`config.mk`:
```
export PLATFORM = sky130hd
export DESIGN_NAME = stream_skid_stage_flat
export DESIGN_NICKNAME = d
export VERILOG_FILES = /design/src/rtl/stream_skid_stage_pkg.sv /design/src/rtl/stream_skid_stage_if.sv /design/src/rtl/stream_skid_stage.sv /design/src/flat_wrapper.sv
export SDC_FILE = /design/constraint.sdc
export NUM_CORES = 1
export LEC_CHECK = 0
export ABC_CLOCK_PERIOD_IN_PS = 4600
export CAP_MARGIN = 20
export CELL_PAD_IN_SITES_DETAIL_PLACEMENT = 0
export CELL_PAD_IN_SITES_GLOBAL_PLACEMENT = 1
export CORE_UTILIZATION = 35
export DETAILED_ROUTE_END_ITERATION = 8
export MAX_ROUTING_LAYER = met4
export PLACE_DENSITY = 0.82
export SLEW_MARGIN = 10
export SYNTH_ARGS = -nofsm -noshare
export SYNTH_HDL_FRONTEND = slang
export SYNTH_SLANG_ARGS = --single-unit
```
`constraint.sdc`:
```
create_clock -name clk -period 4.6 [get_ports clk]
set_input_delay 0.46 -clock clk [delete_from_list [all_inputs] [get_ports clk]]
set_output_delay 0.46 -clock clk [all_outputs]
set_load 0.02 [all_outputs]
```
`src/rtl/stream_skid_stage_pkg.sv`:
```
// stream_pkg: shared beat payload and skid-state types for the stream skid stage
package stream_pkg;
  localparam int BEAT_W = 8;
  typedef struct packed {
    logic              last;
    logic [BEAT_W-1:0] x;
  } beat_t;
  typedef enum logic [1:0] {EMPTY, ONE, FULL} skid_state_t;
endpackage

```
`src/rtl/stream_skid_stage_if.sv`:
```
// stream_if: valid/ready stream carrying beat_t, with payload-inverting helper z
interface stream_if;
  import stream_pkg::*;
  logic  valid;
  logic  ready;
  beat_t data;
  function automatic logic [BEAT_W-1:0] z(input logic [BEAT_W-1:0] x);
    return ~x;
  endfunction
  modport sink(input valid, input data, output ready, import z);
  modport source(output valid, output data, input ready);
endinterface

```
`src/rtl/stream_skid_stage.sv`:
```
// stream_skid_stage: two-entry registered skid buffer with optional payload inversion and beat/packet counters
module stream_skid_stage
  import stream_pkg::*;
#(
  parameter int WIDTH  = BEAT_W,
  parameter int INVERT = 0
) (
  input  logic        clk,
  input  logic        rst,
  stream_if.sink      up,
  stream_if.source    dn,
  output logic        parity,
  output logic [15:0] beats,
  output logic [15:0] pkts
);
  skid_state_t state_q, state_d;
  beat_t       main_q, main_d, skid_q, skid_d, in_xf;
  logic [15:0] beats_q, beats_d, pkts_q, pkts_d;
  logic        rdy, vld, fire_up, fire_dn;
  function automatic logic z(input beat_t x);
    return ^x.x[WIDTH-1:0];
  endfunction
  assign rdy      = (state_q != FULL) & ~rst;
  assign vld      = (state_q != EMPTY) & ~rst;
  assign fire_up  = up.valid & rdy;
  assign fire_dn  = vld & dn.ready;
  assign up.ready = rdy;
  assign dn.valid = vld;
  assign dn.data  = main_q;
  assign parity   = vld ? z(main_q) : 1'b0;
  assign beats    = beats_q;
  assign pkts     = pkts_q;
  // next state, data steering and counter increments; skid only fills when main is busy and not draining
  always_comb begin
    in_xf   = '{last: up.data.last, x: (INVERT != 0) ? up.z(up.data.x) : up.data.x};
    state_d = state_q;
    main_d  = main_q;
    skid_d  = skid_q;
    beats_d = beats_q + 16'(fire_dn);
    pkts_d  = pkts_q + 16'(fire_dn & main_q.last);
    unique case (state_q)
      EMPTY: begin
        state_d = fire_up ? ONE : EMPTY;
        main_d  = fire_up ? in_xf : main_q;
      end
      ONE: begin
        state_d = (fire_up & ~fire_dn) ? FULL : (fire_dn & ~fire_up) ? EMPTY : ONE;
        skid_d  = (fire_up & ~fire_dn) ? in_xf : skid_q;
        main_d  = (fire_up & fire_dn) ? in_xf : main_q;
      end
      FULL: begin
        state_d = fire_dn ? ONE : FULL;
        main_d  = fire_dn ? skid_q : main_q;
      end
      default: state_d = EMPTY;
    endcase
  end
  // state, payload registers and counters; reset drops both entries and clears counters together
  always_ff @(posedge clk) begin
    if (rst) begin
      state_q <= EMPTY;
      main_q  <= '0;
      skid_q  <= '0;
      beats_q <= '0;
      pkts_q  <= '0;
    end else begin
      state_q <= state_d;
      main_q  <= main_d;
      skid_q  <= skid_d;
      beats_q <= beats_d;
      pkts_q  <= pkts_d;
    end
  end
endmodule

```
`src/flat_wrapper.sv`:
```
// flat-port wrapper written by rule: the top's interface ports become plain ports
module stream_skid_stage_flat import stream_pkg::*;
#(
  parameter int WIDTH  = BEAT_W,
  parameter int INVERT = 0
)
  (clk, rst, parity, beats, pkts, up_valid, up_data, up_ready, dn_valid, dn_data, dn_ready);
  stream_if up_i ();
  stream_if dn_i ();
  input  logic clk;
  input  logic rst;
  output logic parity;
  output logic [15:0] beats;
  output logic [15:0] pkts;
  input wire logic [$bits(up_i.valid)-1:0] up_valid;
  input wire logic [$bits(up_i.data)-1:0] up_data;
  output wire logic [$bits(up_i.ready)-1:0] up_ready;
  output wire logic [$bits(dn_i.valid)-1:0] dn_valid;
  output wire logic [$bits(dn_i.data)-1:0] dn_data;
  input wire logic [$bits(dn_i.ready)-1:0] dn_ready;
  assign up_i.valid = up_valid;
  assign up_i.data = up_data;
  assign up_ready = up_i.ready;
  assign dn_valid = dn_i.valid;
  assign dn_data = dn_i.data;
  assign dn_i.ready = dn_ready;
  stream_skid_stage #(.WIDTH(WIDTH), .INVERT(INVERT)) u_core (.clk(clk), .rst(rst), .up(up_i), .dn(dn_i), .parity(parity), .beats(beats), .pkts(pkts));
endmodule
```
Yosys cells after proc, flatten, opt, wreduce, memory -nomap -nowiden
Index checks and enable logic that the tools add are counted.
{"block": "classes", "n_eq_ne": 6, "bitwise": 11, "mux": 10, "addsub": 2, "reduce_logical": 6}
{"operator": "9-bit two-way mux", "count": 3}
{"operator": "9-bit one-hot mux with 3 select lines", "count": 1}
{"operator": "16-bit by 1-bit adder with 16-bit output", "count": 1}
{"operator": "16-bit adder", "count": 1}
{"operator": "1-bit AND", "count": 8}
{"operator": "8-bit XOR reduction", "count": 1}
{"operator": "2-bit by 1-bit != test with 1-bit output (second input constant)", "count": 3}
{"operator": "2-bit one-hot mux with 3 select lines", "count": 1}
{"operator": "2-bit two-way mux", "count": 2}
{"operator": "4-bit AND reduction", "count": 1}
{"operator": "1-bit two-way mux", "count": 3}
{"operator": "1-bit NOT", "count": 3}
{"operator": "3-bit nonzero test", "count": 1}
{"operator": "2-bit by 1-bit == test with 1-bit output (second input constant)", "count": 1}
{"operator": "2-bit == test (second input constant)", "count": 1}
{"operator": "2-bit logical NOT", "count": 1}
{"operator": "2-bit != test (second input constant)", "count": 1}
{"operator": "2-bit AND reduction", "count": 1}
{"operator": "2-bit nonzero test", "count": 1}
{"block": "word_totals", "regBits": 52, "out_inout_bits": 44}

Depth between registers and ports, before layout
{"block": "logic_depth", "word_depth": 8, "ltp_mapped": 9, "ltp_nobuf": 9}

Worst setup path after synthesis
Ideal clock, no wire load.
{"block": "synth_timing", "path_kind": "in2reg", "from": "in rst", "to": "reg u_core.pkts_q[14], in the netlist u_core.pkts[14]", "required_time_ns": 4.472, "setup_slack_ns": 2.287, "n_path_buf": 0, "arrival_ns": 2.185, "stages": 9, "path_cell_list": "o21bai_2 -> inv_1 -> and3_1 -> ha_1 -> ha_1 -> nand4_1 -> nor4_1 -> xnor2_1 -> nor2_1"}
{"block": "synth_via", "elab_chain_cells": 5}
{"element": "start, declared", "line": "flat_wrapper.sv:11", "text": "input logic rst;"}
{"element": "1-bit NOT", "line": "stream_skid_stage.sv:24", "text": "assign vld = (state_q != EMPTY) & ~rst;"}
{"element": "1-bit AND", "line": "stream_skid_stage.sv:24"}
{"element": "named net dn_valid", "line": "flat_wrapper.sv:18", "text": "output wire logic [$bits(dn_i.valid)-1:0] dn_valid;"}
{"element": "1-bit AND", "line": "stream_skid_stage.sv:26", "text": "assign fire_dn = vld & dn.ready;"}
{"element": "1-bit AND", "line": "stream_skid_stage.sv:40", "text": "pkts_d = pkts_q + 16'(fire_dn & main_q.last);"}
{"element": "16-bit adder", "line": "stream_skid_stage.sv:40"}
{"element": "end signal, assigned", "line": "stream_skid_stage.sv:71", "text": "pkts_q <= pkts_d;"}
{"element": "end, declared", "line": "stream_skid_stage.sv:18", "text": "logic [15:0] beats_q, beats_d, pkts_q, pkts_d;"}
The timed path passes the listed nets, and every way through them passes these cells.
A chain may end at the register's enable or synchronous reset.

Worst setup path in the final report
{"block": "layout_timing", "from": "reg u_core.state_q[0]", "to": "out up_ready"}
{"block": "layout_via", "elab_chain_cells": 2}
{"element": "start, declared", "line": "stream_skid_stage.sv:16", "text": "skid_state_t state_q, state_d;"}
{"element": "start signal, assigned", "line": "stream_skid_stage.sv:67", "text": "state_q <= state_d;"}
{"element": "2-bit != test", "line": "stream_skid_stage.sv:23", "text": "assign rdy = (state_q != FULL) & ~rst;"}
{"element": "1-bit AND", "line": "stream_skid_stage.sv:23"}
{"element": "end, declared", "line": "flat_wrapper.sv:17", "text": "output wire logic [$bits(up_i.ready)-1:0] up_ready;"}
Every way passes these cells.

==> run_results.csv <==
group,metric,value,unit
run_status,outcome,"finished with violations",
run_status,violations,"DRC",
detailed_routing,antenna_left,0,
placement,dp_hpwl,3.421,mm
synth,synth-simple-area-share,23.52,%
cts,post_cts_buffers,0,
cts,cts.sinks,52,
floorplan,die_area,0.007034,sq mm
grt,grt_usage,15.15,%
pwr,total_power,888.1,uW
sta,period_needed,2.621,ns
synth,synth_edf_count,0,
final_layout,drive_above_1_share,6.230,%
synth,muxShareOfSynthArea,10.03,%
placement,place_inst,374,
placement,gp_congestion,0.7763,
grt,use_met3,2.770,%
critical_path,cp.required,4.14,ns
cts,htreeDepth,2,
synth,yosys_warnings,0,
synth,synth_fp_nets,268,
synth,synth_top_family_by_area,"simple AND/OR/NAND/NOR gates",
grt,antenna_found_initial,0,
sta,tightest_slew,0.7094,ns
sta,fin_ws,1.979,ns
grt,use_met2,23.47,%
placement,place_ws,1.863,ns
synth,async_flop_share,0,%
grt,grt_pass1_vias,1787,
synth,synthCells,251,
detailed_routing,drt_pass1_iterations,6,
placement,portBuffers,56,
pwr,ir_worst_vdd,0.1474,mV
cts,path_clk_slew,0.09,ns
grt,grt_use_met1,20.01,%
synth,synthAdderAreaFrac,2.133,%
critical_path,cp-start-kind,"flop",
synth,syn_area,0.002346,sq mm
final_layout,area.growth.synth_to_final,30.56,%
detailed_routing,vias,1883,
sta,finClkSkew,0.005200,ns
critical_path,worstSetupEndpointType,"output pin",
critical_path,cp.arrival,2.16,ns
sta,slew_violations,0,
final_layout,layout.nets,321,
floorplan,initial_core_util,36.53,%
detailed_routing,drc,5,
min_path,min_path_type,"flop to flop",
sta,whs,0.5010,ns
cts,cts_hold_buffers,0,
job,max_cap_viol_count,0,
sta,setup_violations,0,
placement,placed_area,0.002955,sq mm
final_layout,final_cells,382,
cts,root_buffer,"clkbuf_8",
cts,cts_buffers,5,
critical_path,path_class,"flop to output pin",
sta,setup_tns,0,ns
sta,slew_headroom,52.42,%
detailed_routing,drt-wirelength-per-cell,12.83,microns
grt,grt_pass1_wl,8.452,mm
floorplan,dieWidth,83.87,microns
detailed_routing,drtIter0Drc,106,
floorplan,die_h,83.87,microns
floorplan,num_io_pins,57,
synth,synth.distinct_cells,38,
sta,finalHoldViolCount,0,
sta,rsz0062_at_grt,"no",
floorplan,core-area,0.006422,sq mm
grt,grt_max_degree,58,
pwr,p_leak,1.215,nW
synth,synth_xor_area_share,10.45,%
floorplan,num_rows,29,
cts,cts_resized,0,
sta,min_period_over_period,56.98,%
synth,ys_ff_latch,52,
cts,cts.path.max_buffers,2,
cts,cts_tree,"done",
grt,grt_busiest_layer,"met2",
synth,yosysSeqAreaShare,44.37,%
final_layout,design_area,0.003063,sq mm
grt,gr-total-overflow,0,
cts,clock_latency,0.30,ns
synth,synth_compound_area_share,6.720,%
final_layout,diodes,0,
pwr,power_density,289.9,mW/mm^2
sta,max_freq,381.5,MHz
detailed_routing,postRouteWirelength,4.901,mm
critical_path,cp_max_fo,11,
synth,avgSynthCellArea,9.347,sq um
detailed_routing,viasPerCell,4.929,
synth,synth-main-ff-cell,"dfxtp_1",
final_layout,postLayoutCoreUtil,47.69,%
==> final timing paths <==
kind / from / end / slack (ns) / depth (start not counted)
max: u_core.state_q[0] / up_ready / 1.98 / 3
min: u_core.skid_q[4] / u_core.skid_q[4] / 0.50 / 2
max reg2reg: u_core.state_q[0] / u_core.pkts[14] / 2.25 / 9
min reg2reg: u_core.skid_q[4] / u_core.skid_q[4] / 0.50 / 2
==> sequential cells by signal (all words and copies together), names as in the netlist <==
signal	count
u_core.beats	16
u_core.state_q	2
u_core.skid_q	9
u_core.pkts	16
u_core.dn.data	9
==> cell families (layout without fill, tap and decap cells) <==
family,after synthesis,after routing
buffers and inverters,15,69
adders and majority gates,4,4
AOI/OAI and AO/OA,22,22
muxes,23,23
xor gates and xnor gates,28,28
and+or+nand+nor,107,107
DFF,52,52
==> cells in the mapped netlist, types with 2 or more instances <==
cell	n	share of area, %
buf_2	4	0.85
nor3_1	3	0.64
or3_1	4	1.1
nor4_1	4	1.1
dfxtp_1	52	44
nand4_1	5	1.3
o21ai_0	3	0.64
nor3b_1	2	0.64
xnor2_1	15	5.6
nand2_1	8	1.3
and4_1	2	0.75
a211oi_1	9	2.9
a21oi_1	5	1.1
xor2_1	13	4.9
nand3_1	13	2.8
ha_1	4	2.1
clkbuf_1	3	0.48
nor2_1	47	7.5
mux2_2	4	1.9
nor2b_1	8	2.1
mux2i_1	19	8.1
and3_1	3	0.80
inv_1	4	0.64
buf_1	3	0.48
==> report_power, final <==
| group | leakage, nW | total (mW) | internal, mW | switching [mW] |
|---|---|---|---|---|
| Sequential | 0.422 | 0.472 | 0.461 | 0.0114 |
| Clock | 0.0552 | 0.307 | 0.162 | 0.145 |
| Combinational | 0.738 | 0.109 | 0.0539 | 0.0552 |
==> layer usage <==
layer / vias up / wire (microns)
met3: 8 / 169
met1: 874 / 2395
li1: 967 / -
met2: 34 / 2273
met5: - / 0
met4: 0 / 62
==> final cells by class <==
cell class                 instances  area, sq um
fill                             626         3359
inverter                           4        15.01
timing repair buffer              57        563.0
multi-input combinational        184         1240
tap                               77        96.34
clock inverter                     2        35.03
sequential                        52         1041
clock buffer                       6        72.57
==> critical path, cell delays in order, from the launching register on <==
cell	delay, ns
dfxtp_1	0.47
nand2b_1	0.57
nor2b_1	0.20
clkdlybuf4s50_1	0.61
==> placed cells by master, fill, tap and decap left out, types with 2 or more instances in the layout <==
master / n
clkdlybuf4s50_1: 55
dfxtp_1: 52
nor2_1: 47
mux2i_1: 19
xnor2_1: 15
xor2_1: 13
nand3_1: 13
a211oi_1: 9
nor2b_1: 8
nand2_1: 8
a21oi_1: 5
nand4_1: 5
clkbuf_8: 5
inv_1: 4
nor4_1: 4
mux2_2: 4
or3_1: 4
ha_1: 4
and3_1: 3
nor3_1: 3
o21ai_0: 3
and4_1: 2
nor3b_1: 2
(Power assumes the default switching activity.)
